`src/rtl/pf_pkg.sv`:
```
// Shared types and default sizes for the instruction prefetch queue.
package pf_pkg;

    localparam int PF_ADDR_W = 16;
    localparam int PF_INST_W = 16;
    localparam int PF_DEPTH  = 4;

    typedef enum logic {
        PF_FETCH = 1'b0,
        PF_DRAIN = 1'b1
    } pf_state_e;

    typedef struct packed {
        logic [PF_ADDR_W-1:0] pc;
        logic [PF_INST_W-1:0] inst;
    } pf_entry_t;

endpackage

```
`src/rtl/instr_prefetch_queue_if.sv`:
```
// Instruction-memory and core-side signals of the prefetch queue.
interface instr_prefetch_queue_if #(
    parameter int ADDR_W = 16,
    parameter int INST_W = 16
);
    logic              imem_req;
    logic [ADDR_W-1:0] imem_addr;
    logic              imem_gnt;
    logic              imem_rvalid;
    logic [INST_W-1:0] imem_rdata;
    logic              inst_valid;
    logic [INST_W-1:0] inst;
    logic [ADDR_W-1:0] inst_pc;
    logic              inst_ready;
    logic              redirect;
    logic [ADDR_W-1:0] redirect_pc;

    modport master (
        output imem_req, imem_addr, inst_valid, inst, inst_pc,
        input  imem_gnt, imem_rvalid, imem_rdata, inst_ready, redirect, redirect_pc
    );

    modport slave (
        input  imem_req, imem_addr, inst_valid, inst, inst_pc,
        output imem_gnt, imem_rvalid, imem_rdata, inst_ready, redirect, redirect_pc
    );
endinterface

```
`src/rtl/pf_fifo.sv`:
```
// Show-ahead FIFO with flush; pointers carry one extra wrap bit so full and empty differ.
module pf_fifo #(
    parameter int DEPTH = 4,
    parameter int WIDTH = 32
) (
    input  logic                   clk,
    input  logic                   rst,
    input  logic                   push_i,
    input  logic                   pop_i,
    input  logic                   flush_i,
    input  logic [WIDTH-1:0]       data_i,
    output logic [WIDTH-1:0]       data_o,
    output logic [$clog2(DEPTH):0] count_o
);
    localparam int PW = $clog2(DEPTH);
    localparam logic [PW:0] PTR_ONE = 1;

    logic [PW:0]      wr_q, rd_q;
    logic [WIDTH-1:0] mem_q [DEPTH];

    always_ff @(posedge clk or posedge rst) begin
        if (rst) begin
            wr_q <= '0;
            rd_q <= '0;
        end else if (flush_i) begin
            wr_q <= '0;
            rd_q <= '0;
        end else begin
            if (push_i) wr_q <= wr_q + PTR_ONE;
            if (pop_i && count_o != '0) rd_q <= rd_q + PTR_ONE;
        end
    end

    // Storage is never reset; only the pointers define which words are live.
    always_ff @(posedge clk) begin
        if (push_i && !flush_i) mem_q[wr_q[PW-1:0]] <= data_i;
    end

    assign data_o  = mem_q[rd_q[PW-1:0]];
    assign count_o = wr_q - rd_q;

endmodule

```
`src/rtl/instr_prefetch_queue.sv`:
```
// Sequential instruction prefetcher with in-order queue and redirect flush.
// Define PREFETCH_STATS_EN to add the stall_cycles / flush_count counters.
module instr_prefetch_queue
    import pf_pkg::*;
#(
    parameter int                ADDR_W   = PF_ADDR_W,
    parameter int                INST_W   = PF_INST_W,
    parameter int                DEPTH    = PF_DEPTH,
    parameter logic [ADDR_W-1:0] RESET_PC = '0
) (
    input  logic                   clk,
    input  logic                   reset,
    instr_prefetch_queue_if.master bus
`ifdef PREFETCH_STATS_EN
    ,
    output logic [31:0]            stall_cycles,
    output logic [31:0]            flush_count
`endif
);
    localparam int CW = $clog2(DEPTH + 1);
    localparam int SW = CW + 2;
    localparam int EW = ADDR_W + INST_W;

    pf_state_e             state_q, state_d;
    logic [ADDR_W-1:0]     fetch_pc_q, fetch_pc_d;
    logic [ADDR_W-1:0]     ret_pc_q, ret_pc_d;
    logic                  req_q, req_d;
    logic [CW-1:0]         outst_q, outst_d;
    logic [CW-1:0]         drop_q, drop_d;
    logic [EW-1:0]         last_q;
    logic [EW-1:0]         head;
    logic [$clog2(DEPTH):0] fifo_cnt;
    logic [SW-1:0]         inflight;
    logic                  gnt_acc, push, pop, flush;

    assign gnt_acc  = req_q & bus.imem_gnt;
    assign inflight = SW'(fifo_cnt) + SW'(outst_q) + SW'(gnt_acc);
    assign pop      = bus.inst_valid & bus.inst_ready;

    always_comb begin
        state_d    = state_q;
        fetch_pc_d = fetch_pc_q;
        ret_pc_d   = ret_pc_q;
        req_d      = req_q;
        outst_d    = outst_q + CW'(gnt_acc) - CW'(bus.imem_rvalid);
        drop_d     = drop_q;
        push       = 1'b0;
        flush      = 1'b0;

        if (gnt_acc) fetch_pc_d = fetch_pc_q + ADDR_W'(1);

        if (bus.redirect) begin
            // Everything still in flight, including a grant taken this cycle, is stale.
            flush      = 1'b1;
            fetch_pc_d = bus.redirect_pc;
            ret_pc_d   = bus.redirect_pc;
            req_d      = 1'b0;
            drop_d     = outst_d;
            state_d    = (state_q == PF_DRAIN || outst_d != '0) ? PF_DRAIN : PF_FETCH;
        end else if (state_q == PF_FETCH) begin
            if (bus.imem_rvalid) begin
                push     = 1'b1;
                ret_pc_d = ret_pc_q + ADDR_W'(1);
            end
            if (!req_q || bus.imem_gnt) req_d = (inflight < SW'(DEPTH));
        end else begin
            req_d = 1'b0;
            if (bus.imem_rvalid) drop_d = drop_q - CW'(1);
            if (drop_d == '0) state_d = PF_FETCH;
        end
    end

    always_ff @(posedge clk or posedge reset) begin
        if (reset) begin
            state_q    <= PF_FETCH;
            fetch_pc_q <= RESET_PC;
            ret_pc_q   <= RESET_PC;
            req_q      <= 1'b0;
            outst_q    <= '0;
            drop_q     <= '0;
            last_q     <= '0;
        end else begin
            state_q    <= state_d;
            fetch_pc_q <= fetch_pc_d;
            ret_pc_q   <= ret_pc_d;
            req_q      <= req_d;
            outst_q    <= outst_d;
            drop_q     <= drop_d;
            if (bus.inst_valid) last_q <= head;
        end
    end

    pf_fifo #(
        .DEPTH (DEPTH),
        .WIDTH (EW)
    ) u_fifo (
        .clk     (clk),
        .rst     (reset),
        .push_i  (push),
        .pop_i   (pop),
        .flush_i (flush),
        .data_i  ({ret_pc_q, bus.imem_rdata}),
        .data_o  (head),
        .count_o (fifo_cnt)
    );

    assign bus.imem_req   = req_q;
    assign bus.imem_addr  = fetch_pc_q;
    assign bus.inst_valid = (fifo_cnt != '0);
    // When empty, keep showing the last head so the outputs do not wander.
    assign {bus.inst_pc, bus.inst} = bus.inst_valid ? head : last_q;

`ifdef PREFETCH_STATS_EN
    logic [31:0] stall_q, flush_cnt_q;

    always_ff @(posedge clk or posedge reset) begin
        if (reset) begin
            stall_q     <= '0;
            flush_cnt_q <= '0;
        end else begin
            if (state_q == PF_FETCH && bus.inst_ready && !bus.inst_valid && stall_q != '1)
                stall_q <= stall_q + 32'd1;
            if (bus.redirect && flush_cnt_q != '1)
                flush_cnt_q <= flush_cnt_q + 32'd1;
        end
    end

    assign stall_cycles = stall_q;
    assign flush_count  = flush_cnt_q;
`endif

endmodule

```
`src/flat_wrapper.sv`:
```
// flat-port wrapper written by rule: the top's interface ports become plain ports
module instr_prefetch_queue_flat import pf_pkg::*;
#(
    parameter int                ADDR_W   = PF_ADDR_W,
    parameter int                INST_W   = PF_INST_W,
    parameter int                DEPTH    = PF_DEPTH,
    parameter logic [ADDR_W-1:0] RESET_PC = '0
)
  (clk, reset, bus_imem_req, bus_imem_addr, bus_inst_valid, bus_inst, bus_inst_pc, bus_imem_gnt, bus_imem_rvalid, bus_imem_rdata, bus_inst_ready, bus_redirect, bus_redirect_pc);
  instr_prefetch_queue_if #(.ADDR_W(ADDR_W), .INST_W(INST_W)) bus_i ();
  input  logic clk;
  input  logic reset;
  output wire logic [$bits(bus_i.imem_req)-1:0] bus_imem_req;
  output wire logic [$bits(bus_i.imem_addr)-1:0] bus_imem_addr;
  output wire logic [$bits(bus_i.inst_valid)-1:0] bus_inst_valid;
  output wire logic [$bits(bus_i.inst)-1:0] bus_inst;
  output wire logic [$bits(bus_i.inst_pc)-1:0] bus_inst_pc;
  input wire logic [$bits(bus_i.imem_gnt)-1:0] bus_imem_gnt;
  input wire logic [$bits(bus_i.imem_rvalid)-1:0] bus_imem_rvalid;
  input wire logic [$bits(bus_i.imem_rdata)-1:0] bus_imem_rdata;
  input wire logic [$bits(bus_i.inst_ready)-1:0] bus_inst_ready;
  input wire logic [$bits(bus_i.redirect)-1:0] bus_redirect;
  input wire logic [$bits(bus_i.redirect_pc)-1:0] bus_redirect_pc;
  assign bus_imem_req = bus_i.imem_req;
  assign bus_imem_addr = bus_i.imem_addr;
  assign bus_inst_valid = bus_i.inst_valid;
  assign bus_inst = bus_i.inst;
  assign bus_inst_pc = bus_i.inst_pc;
  assign bus_i.imem_gnt = bus_imem_gnt;
  assign bus_i.imem_rvalid = bus_imem_rvalid;
  assign bus_i.imem_rdata = bus_imem_rdata;
  assign bus_i.inst_ready = bus_inst_ready;
  assign bus_i.redirect = bus_redirect;
  assign bus_i.redirect_pc = bus_redirect_pc;
  instr_prefetch_queue #(.ADDR_W(ADDR_W), .INST_W(INST_W), .DEPTH(DEPTH), .RESET_PC(RESET_PC)) u_core (.clk(clk), .reset(reset), .bus(bus_i));
endmodule
```
`config.mk`:
```
export PLATFORM = sky130hd
export DESIGN_NAME = instr_prefetch_queue_flat
export DESIGN_NICKNAME = d
export VERILOG_FILES = /design/src/rtl/pf_pkg.sv /design/src/rtl/instr_prefetch_queue_if.sv /design/src/rtl/pf_fifo.sv /design/src/rtl/instr_prefetch_queue.sv /design/src/flat_wrapper.sv
export SDC_FILE = /design/constraint.sdc
export NUM_CORES = 1
export LEC_CHECK = 0
export ABC_AREA = 0
export CAP_MARGIN = 20
export CORE_ASPECT_RATIO = 1.25
export CORE_MARGIN = 2
export CORE_UTILIZATION = 50
export CTS_BUF_LIST = sky130_fd_sc_hd__clkbuf_8
export CTS_CLUSTER_SIZE = 10
export DETAILED_ROUTE_END_ITERATION = 8
export PLACE_DENSITY = 0.72
export SETUP_SLACK_MARGIN = 0.15
export SLEW_MARGIN = 20
export SYNTH_ARGS = -nofsm -noshare
export SYNTH_HDL_FRONTEND = slang
export SYNTH_HIERARCHICAL = 1
export SYNTH_SLANG_ARGS = --single-unit
```
`constraint.sdc`:
```
create_clock -name clk -period 2.6 [get_ports clk]
set_input_delay 0.52 -clock clk [delete_from_list [all_inputs] [get_ports clk]]
set_output_delay 0.52 -clock clk [all_outputs]
set_load 0.02 [all_outputs]
```
**Yosys cells after proc, flatten, opt, wreduce, memory -nomap -nowiden**

Memory sizes are Yosys's and may differ from the RTL's.
Cells that the tools add are included.
Widths: inputs -> output; s select.

- Bits in registers: 78
- Memories kept: 1
- Word-level logic and storage cells: 68
- Input port bits: 38
- Memory bits (writable): 128

Memory list:

| name | words | width | read ports | clocked after Yosys merged registers in | wr ports | RTL line | RTL |
|---|---|---|---|---|---|---|---|
| u_core.u_fifo.mem_q | 4 | 32 | 1 | 0 | 1 | pf_fifo.sv:19 | `logic [WIDTH-1:0] mem_q [DEPTH];` |

- Bitwise logic cells: 2
- Equality and inequality tests: 1
- Add/subtract/negate cells: 10
- Order comparisons: 1
- Reduce and logical (&&, ||, !) cells: 16
- Multiplexer cells: 28

Operators by type and width:

| kind | number |
|---|---|
| $mux 16 | 5 |
| $add 16x1->16 const B | 2 |
| $mux 32 | 1 |
| $mux 3 | 9 |
| $mux 1 | 13 |
| $reduce_bool 2->1 | 5 |
| $reduce_bool 3->1 | 3 |
| $add 3x1->3 const B | 2 |
| $add 5x1->5 | 1 |
| $lt 5x3->1 const B | 1 |
| $add 3x3->4 | 1 |
| $add 3x1->3 | 1 |
| $logic_not 3->1 | 1 |
| $sub 3x1->3 | 1 |
| $sub 3x1->3 const B | 1 |
| $sub 3x3->3 | 1 |
| $and 1x1->1 | 2 |
| $logic_and 1x1->1 | 2 |
| $logic_not 1->1 | 2 |
| $logic_or 1x1->1 | 2 |
| $ne 2x2->1 const B | 1 |
| $reduce_and 2->1 | 1 |

**Longest topological paths before layout**

Gate-level depths: netlist of the first run.

- Depth after elaboration: 8
- Gate-level depth with buffers: 11
- Mapped depth without buffers: 10

**Cells and area by module**

The synthesis of the first run kept the hierarchy.

By module, submodules not included:

| module | area an instance (µm²) | cells each | seq. area each (µm²) | times used |
|---|---|---|---|---|
| pf_fifo | 5079.9 | 214 | 3993.8 | 1 |
| instr_prefetch_queue | 3562.2 | 299 | 1801.7 | 1 |

**Worst setup path before layout of the first run**

OpenSTA, ideal clock, no wires.

- Path kind: reg-to-output
- Start point: register u_core.u_fifo.wr_q[0]
- End point: output bus_inst[10]
- Cell stages (with the launch flop): 8
- Arrival time: 2330 ps
- Data required time: 2080 ps
- Path slack: -250 ps
- Buffers on the path: 1
- Cell sequence: dfrtp_1 -> inv_1 -> ha_1 -> fa_1 -> inv_1 -> nor3_2 -> buf_2 -> mux2_2

- Cells in the longest elaborated chain, start to end: 3

Ends and longest elaborated chain:

| element | RTL line | RTL |
|---|---|---|
| start: declaration | pf_fifo.sv:18 | `logic [PW:0] wr_q, rd_q;` |
| start signal: assignment | pf_fifo.sv:29 | `if (push_i) wr_q <= wr_q + PTR_ONE;` |
| $sub 3x3->3 | pf_fifo.sv:40 | `assign count_o = wr_q - rd_q;` |
| named net u_core.fifo_cnt[1] | instr_prefetch_queue.sv:32 | `logic [$clog2(DEPTH):0] fifo_cnt;` |
| $reduce_bool 3->1 | instr_prefetch_queue.sv:109 | `assign bus.inst_valid = (fifo_cnt != '0);` |
| $mux 32 | instr_prefetch_queue.sv:111 | `assign {bus.inst_pc, bus.inst} = bus.inst_valid ? head : last_q;` |
| end: declaration | flat_wrapper.sv:16 | `output wire logic [$bits(bus_i.inst)-1:0] bus_inst;` |

The timed path passes the listed nets, and every way through them passes these cells.

**Final worst setup path of the first run**

- Start point: register u_core.u_fifo.rd_q[0]
- End point: output bus_inst_pc[4]

- Cells in the longest elaborated chain, start to end: 3
- Elaborated cells between the ends (all ways): 4
- Those cells by class: add/sub: 1; mux: 1; reduce/logical: 1; memory: 1

Ends and longest elaborated chain:

| element | RTL line | RTL |
|---|---|---|
| start: declaration | pf_fifo.sv:18 |  |
| start signal: assignment | pf_fifo.sv:30 | `if (pop_i && count_o != '0) rd_q <= rd_q + PTR_ONE;` |
| $sub 3x3->3 | pf_fifo.sv:40 |  |
| named net u_core.fifo_cnt[2] | instr_prefetch_queue.sv:32 |  |
| $reduce_bool 3->1 | instr_prefetch_queue.sv:109 |  |
| $mux 32 | instr_prefetch_queue.sv:111 |  |
| end: declaration | flat_wrapper.sv:17 | `output wire logic [$bits(bus_i.inst_pc)-1:0] bus_inst_pc;` |

The timed path passes the listed nets, and every way through them passes these cells.

==> results of run 1 <==
==> placed cells by master (no fill, tap or decap), types with 3 or more instances in the layout <==
cell type / instances
nor3_1: 7
o31a_1: 3
a31oi_1: 3
inv_1: 26
buf_6: 36
o21ai_0: 3
buf_4: 38
mux2_4: 33
a21oi_1: 10
and3_1: 3
nor2_1: 16
buf_12: 9
clkdlybuf4s50_1: 54
edfxtp_1: 128
clkbuf_8: 37
inv_2: 6
xor2_1: 10
nor4_1: 9
ha_1: 13
mux4_2: 32
mux2_2: 20
mux2i_1: 4
dfrtp_1: 76
xnor2_1: 18
nand4_1: 9
buf_2: 8
bufinv_16: 3
nand2b_1: 5
clkinv_2: 6
nand3_1: 7
clkinv_1: 5
nand2_1: 13
nor2b_1: 5
and2_2: 4
==> kinds of logic after synthesis <==
logic type                 after synthesis
buffers and inverters                   44
DFF                                    206
AOI/OAI and AO/OA                       33
adders and majority gates               16
muxes                                   89
and+or+nand+nor                         96
xor gates and xnor gates                29
==> registers in the layout, summed over array words and instances (netlist names) <==
signal / cells
u_core/u_fifo/mem_q: 128
u_core/outst_q: 3
u_core/last_q: 32
u_core/ret_pc_q: 16
u_core/bus.imem_addr: 16
u_core/u_fifo/wr_q: 3
u_core/u_fifo/rd_q: 3
u_core/state_q: 1
u_core/drop_q: 3
u_core/bus.imem_req: 1
==> final cells by class <==
cell class / instances / area (µm²) / area share [%]
clock inverter: 24 / 180 / 1.61
sequential: 206 / 5800 / 51.9
multi-input combinational: 263 / 2820 / 25.2
tap: 220 / 275 / 2.46
timing repair buffer: 148 / 1510 / 13.5
inverter: 23 / 86.3 / 0.773
clock buffer: 37 / 509 / 4.56
==> path summary, 6_finish.rpt <==
check                                 startpoint                    end  slack, ns  depth (start not counted)
min in group clk               u_core/last_q[11]      u_core/last_q[11]       0.49                          1
hold reg to reg                u_core/last_q[11]      u_core/last_q[11]       0.49                          1
setup / recovery           u_core/u_fifo/rd_q[0]         bus_inst_pc[4]      -0.73                         10
setup reg to reg           u_core/u_fifo/rd_q[0]      u_core/last_q[20]       0.11                         11
hold / removal                             reset  u_core/u_fifo/wr_q[1]       0.33                          2
max in group asynchronous                  reset    u_core/bus.imem_req       1.64                          3
==> routing by layer <==
| layer | wire length (µm) | vias up |
|---|---|---|
| met4 | 322 | 0 |
| met5 | 0 | - |
| li1 | - | 2290 |
| met3 | 782 | 32 |
| met1 | 7190 | 2512 |
| met2 | 8890 | 124 |
==> power by group through the flow <==
stage	Clock [mW]	Combinational, mW	Sequential, mW
6_report	2.85	2.46	4.15
5_1_grt	3.06	2.62	4.20
4_1_cts	2.93	2.40	4.15
3_5_place_dp	0	2.24	4.20
3_3_place_gp	0	2.16	4.19
2_1_floorplan	0	1.34	4.15
==> what timing repair did <==
item | CTS | global route
hold buffers | 0 | 0
setup endpoints to repair | 33 | 39
cloned | 1 | 0
buffers inserted | 17 | 8
hold endpoints to repair | 0 | 0
resized for setup | 195 | 18
pin swaps | 3 | 4
==> critical path, delay by kind of cell (launching register included) <==
family,cells,cell delay (ns)
xor gates and xnor gates,1,0.24
adders and majority gates,2,0.49
buffers and inverters,5,0.61
DFF,1,0.42
muxes,1,0.31
and+or+nand+nor,1,0.23
==> metrics.md, run 1 <==
| Metric | Value |
|---|---|
| Final hold viol count | 0 |
| Placed inst area | about 0.010 mm² |
| Failing checks | setup timing |
| Drt first pass iters | 4 |
| Htree depth | 2 |
| CTS buffer count | 34 |
| Ys Warns | 6 |
| Setup TNS | -20.91 ns |
| Post-synthesis xor/xnor area fraction | 3.11% |
| Die area | 0.0184 mm² |
| Maxcap violations | 0 |
| Period utilization | 128% |
| Post-synthesis mux area share | 15.8% |
| GRT met3 Usage | under 10% |
| Adder-Cell Fraction of Synth Area | under 10% |
| Unique cell type count in the Yosys netlist | 55 |
| Initial antenna violation count | 0 |
| Skew final | roughly 0.018 ns |
| Share of cells above drive strength 1 | 36.9% |
| Die X | roughly 120 µm |
| Compound-Gate Fraction of Synth Area | under 10% |
| Initial core utilization | between 50% and 60% |
| Synth top area share | ~44% |
| Rows | between 50 and 60 |
| Status | finished, violations left |
| Tightest Hold Check Type | primary input to asynchronous set/reset pin |
| CTS Buffer Depth | 3 |
| DR WL/cell | 18.7 µm |
| Syn_nets | 567 |
| Synth Area in Simple Gates | about 6.5% |
| Fillers | roughly 1200 |
| Slew HR | roughly 54% |
| Via count | just under 5000 |
| Worst EP required | ~2.1 ns |
| Yosys top cell by area | edfxtp_1 |
| Via density | approximately 5.4 |
| DP HPWL | between 10 and 15 mm |
| Ys async rst share | 37.9% |
| Routed WL | approximately 17 mm |
| Ordered cell list for the critical path | ha_4 -> fa_2 -> xnor3_2 -> inv_2 -> nor3_4 -> buf_6 -> buf_12 -> buf_8 -> mux2_4 -> buf_6 |
| Die span in y | roughly 150 µm |
| Overall routing resource usage | about a fifth |
| Synth Flop Type | edfxtp_1 |
| Num ports | between 80 and 90 |
| IO buf count | 87 |
| Clock Pin Slew Worst Setup and Hold Paths | approximately 0.06 ns |
| GRT met1 Usage | between 20% and 30% |
| Worst Tran Pin Value | 0.684 ns |
| Final Worst Setup Slack | -0.733 ns |
| Reg power frac | between 40 and 50% |
| Worst path max stage delay | 0.42 ns |
| Clk_lat worst skew | slightly above 0.5 ns |
| Met2 Usage GRT | 33.5% |
| CTS tree | done |
| Clock net sink count | around 210 |
| Tmin final | around 3.3 ns |
| Total grt overflow | 0 |
| First-pass GRT wire length | about 27 mm |
| Largest family of logic cells by synthesized area | multiplexers |
| Diodes inserted | 0 |
| Final RePlAce weighted congestion | ~0.84 |
| RSZ-0062 raised after global routing | true |
| Fin nets | 730 |
| Fin area | between 0.01 and 0.015 mm² |
| CP Class | flop to output pin |
| Setup-failing EPs final | 33 |
| Core area | about 0.017 mm² |
| Worst-path maximum fanout | 6 |
| Sw Share | 27.4% |
| Post-Place Cells | 834 |
| Vias in the first global route | about 5400 |
| Cells after synthesis | a little over 500 |
| CTS Root Cell | clkbuf_8 |
| Maximum VDD drop | between 0.3 and 0.4 mV |
| Leakage Power | approximately 4.4 nW |
| Internal power | approximately 7 mW |
| Synth area leaders | edfxtp_1 (44%), dfrtp_1 (23%), mux4_2 (8.3%) |
| Final Non-Filler Cells | 921 |
| Initial DRC count | 274 |
| Register bit count reported by yosys | roughly 210 |
| Synth-to-Final Area Change | 29.3% |
| Psw | about 2.6 mW |
| Crit path top cell by count | buf_6 |
| WP data arrival | 2.81 ns |
| Top-count cell post-synth | edfxtp_1 |
| Busiest grt layer | met2 |
| Post-Place Setup Slack | -0.541 ns |
| Startpoint Class | flop |
| Clock Power Share | between 30% and 40% |
| Combinational power share | 26.0% |
| Synthesized cell area | approximately 0.0086 mm² |
| Top cells by count, synth | edfxtp_1 (128), dfrtp_1 (78), mux2_2 (52) |
| Final core occ | 66.3% |
| Post-route ant nets | 0 |
| Pwr Total | 9.46 mW |
| Fin Hold WS | approximately 0.33 ns |
| Crit-path slowest cell | dfrtp_2 |
| Post-synthesis sequential area ratio | 67.1% |
| Number of synthesized flops with an enable pin | between 100 and 150 |
| Fmax | between 0.3 and 0.4 GHz |
| Max Slew Vio Count | 0 |
| Post-synthesis average cell area | about 17 µm² |
| Power Density | about 850 mW/mm² |
| Drt drc | 0 |
| Setup crit end kind | output pin |
| Pin count of the biggest net entering global routing | between 40 and 50 |
(Power assumes the default switching activity.)
==> run 2, diff against run 1 <==
RECOVER_POWER = 50   (was default)
==> run 2 against run 1 <==
Net effect: the run still ends with setup timing left; total power hardly changed; design area is 0.18% lower; combinational power hardly changed; cell count stayed put; die area stayed put; critical path depth stayed put; sequential share of layout area is 0.093 points higher; worst hold slack better by 0.10 ns; utilization is 0.12 points lower; non-clock buffer count stayed put; largest cell class unchanged; highest routed layer unchanged.
==> metrics.md, run 2 (synthesis results as in run 1) <==
| Metric | Value |
|---|---|
| CP delay by family, top | buffers and inverters |
| Slew HR | 30.8% (-24 points) |
| Die area | 0.0184 mm² (unchanged) |
| Startpoint Class | flop |
| Status | finished, violations left |
| Worst EP required | 2.08 ns (about the same) |
| Pin count of the biggest net entering global routing | 41 (unchanged) |
| CTS Buffer Depth | 3 (unchanged) |
| Htree depth | 2 (unchanged) |
| Skew final | 0.0201 ns (+0.00221 ns) |
| Worst path max stage delay | 0.42 ns (about the same) |
| Post-route ant nets | 0 (unchanged) |
| Power Density | 848 mW/mm² (+0.11%) |
| Commonest cells after routing, fill and taps aside | edfxtp_1 (128), dfrtp_1 (76), clkbuf_8 (37) |
| WP data arrival | 2.81 ns (about the same) |
| RSZ-0062 raised after global routing | true |
| Drt drc | 0 (unchanged) |
| Rows | 53 (unchanged) |
| Crit-path slowest cell | dfrtp_2 |
| Share of cells above drive strength 1 | 36.2% (-0.71 points) |
| Max Slew Vio Count | 0 (unchanged) |
| Num ports | 88 (unchanged) |
| Setup TNS | -20.93 ns (-0.0189 ns) |
| Worst Tran Pin Value | 1.04 ns (+0.354 ns) |
| Crit. path cell count | 10 (unchanged) |
| Worst Path Buf+Inv | 5 (unchanged) |
| Setup crit end kind | output pin |
| IO buf count | 87 (unchanged) |
| Reg power frac | 43.9% (about the same) |
| Reg2reg end | u_core/last_q[20] |
| Reg area | 0.00580 mm² (unchanged) |
| Combinational power share | 25.9% (about the same) |
| Placed inst area | 0.0102 mm² (unchanged) |
| Tightest Hold Check Type | primary input to asynchronous set/reset pin |
| Maximum VDD drop | 0.344 mV (-0.10%) |
| Initial DRC count | 251 (-8.4%) |
| CTS Root Cell | clkbuf_8 |
| Crit path top cell by count | buf_6 |
| Worst-path maximum fanout | 6 (unchanged) |
| Ordered cell list for the critical path | ha_4 -> fa_2 -> xnor3_2 -> inv_2 -> nor3_4 -> buf_6 -> buf_12 -> buf_8 -> mux2_4 -> buf_6 |
| Die X | 122 µm (unchanged) |
| CTS buffer count | 34 (unchanged) |
| Overall routing resource usage | 19.3% (unchanged) |
| Final Worst Setup Slack | -0.734 ns (-0.000628 ns) |
| Psw | 2.60 mW (+0.14%) |
| Sw Share | 27.5% (+0.057 points) |
| Initial antenna violation count | 0 (unchanged) |
| Total grt overflow | 0 (unchanged) |
| Clock Pin Slew Worst Setup and Hold Paths | 0.06 ns (about the same) |
| Max reg flops | 128 (unchanged) |
| Vias in the first global route | 5374 (unchanged) |
| Clk_lat worst skew | 0.51 ns (about the same) |
| Tmin final | 3.33 ns (+0.000628 ns) |
| Fillers | 1176 (+0.34%) |
| Reg2Reg Depth | 11 (unchanged) |
| Diodes inserted | 0 (unchanged) |
| Via density | 5.40 (+0.24%) |
| Setup-failing EPs final | 33 (unchanged) |
| Maxcap violations | 0 (unchanged) |
| Reg2reg setup slack | 0.10 ns (about the same) |
| Period utilization | 128% (about the same) |
| Failing checks | setup timing |
| Internal power | 6.85 mW (-0.15%) |
| CP Class | flop to output pin |
| Via count | 4970 (+0.24%) |
| Clock net sink count | 206 (unchanged) |
| Fmax | 0.300 GHz (about the same) |
| Clock Power Share | 30.2% (about the same) |
| Synth-to-Final Area Change | 29.1% |
| Multi-input logic area | 0.00282 mm² (unchanged) |
| Core area | 0.0168 mm² (unchanged) |
| Setup crit start | u_core/u_fifo/rd_q[0] |
| CP Capture Point | bus_inst_pc[4] |
| Routed WL | 17.2 mm (+0.11%) |
| DP HPWL | 11.0 mm (unchanged) |
| DR WL/cell | 18.7 µm (+0.11%) |
| Final hold viol count | 0 (unchanged) |
| CTS tree | done |
| Leakage Power | 4.35 nW (-0.24%) |
| Reg-to-reg critical path startpoint | u_core/u_fifo/rd_q[0] |
| Fin nets | 730 (unchanged) |
| Die span in y | 151 µm (unchanged) |
| First-pass GRT wire length | 27.1 mm (unchanged) |
| Drt first pass iters | 4 (unchanged) |
| Final RePlAce weighted congestion | 0.843 (unchanged) |
| Commonest non-fill, non-tap cell in the layout | edfxtp_1 |
| Initial core utilization | 51.3% (unchanged) |
| Fin area | 0.0112 mm² (-0.18%) |
-- run 2: cell types whose count changed in the layout (fill, tap and decap cells not counted) --
cell | previous run | this run
inv_2 | 6 | 5
inv_1 | 26 | 27
clkdlybuf4s50_1 | 54 | 35
dlygate4sd3_1 | 0 | 19
buf_4 | 38 | 32
clkbuf_1 | 0 | 4
clkbuf_2 | 0 | 2
-- run 2: how the worst min path moves through the flow --
| stage | start | to | cells past startpoint |
|---|---|---|---|
| floorplan | reset | u_core/u_fifo/rd_q[0] | 1 |
| global placement | u_core/last_q[2] | u_core/last_q[2] | 1 |
| detailed placement | u_core/last_q[29] | u_core/last_q[29] | 1 |
| CTS | reset | u_core/u_fifo/wr_q[1] | 2 |
| global route | reset | u_core/u_fifo/wr_q[2] | 2 |
| finish | reset | u_core/u_fifo/wr_q[1] | 2 |
-- run 2: layout make-up --
| class | instances | area share [%] |
|---|---|---|
| well taps | 220 | 2.47 |
| multi-input cells | 263 | 25.3 |
| clock inverters | 24 | 1.62 |
| clock buffers | 37 | 4.56 |
| flip-flops and latches | 206 | 52.0 |
| repair buffers | 148 | 13.3 |
| inverters | 23 | 0.774 |
-- run 2: timing repair --
action	CTS	global route
resized for setup	195	18
hold buffers	0	0
pin swaps	3	4
cloned	1	0
buffers inserted	17	8
hold endpoints to repair	0	0
endpoints found under the setup margin	33	39
-- run 2: power groups by stage --
stage | clock (mW) | combinational [mW] | sequential, mW
floorplan | 0 | 1.34 | 4.15
global route | 3.06 | 2.61 | 4.20
CTS | 2.93 | 2.40 | 4.15
finish | 2.85 | 2.45 | 4.15
global placement | 0 | 2.16 | 4.19
detailed placement | 0 | 2.24 | 4.20
-- run 2: stage by stage --
stage / cells / setup slack, ns / util [%] / hold slack (ns) / total power [mW]
2_1_floorplan: 513 / -0.0781 / - / 0.311 / 5.50
3_3_place_gp: 834 / -0.473 / 60.3 / 0.481 / 6.35
3_5_place_dp: 834 / -0.541 / 60.3 / 0.477 / 6.44
4_1_cts: 913 / -0.766 / 65.6 / 0.295 / 9.47
5_1_grt: 921 / -0.808 / 66.2 / 0.439 / 9.87
6_report: 921 / -0.734 / 66.2 / 0.431 / 9.46
-- run 2: metal layers --
| metal | part of all wire [%] | vias up | track usage, % |
|---|---|---|---|
| met3 | 4.8 | 32 | 4.33 |
| met1 | 42 | 2520 | 24.0 |
| met2 | 51 | 131 | 33.5 |
| met5 | 0 | - | 0 |
| met4 | 1.9 | 0 | 6.38 |
| li1 | - | 2287 | - |
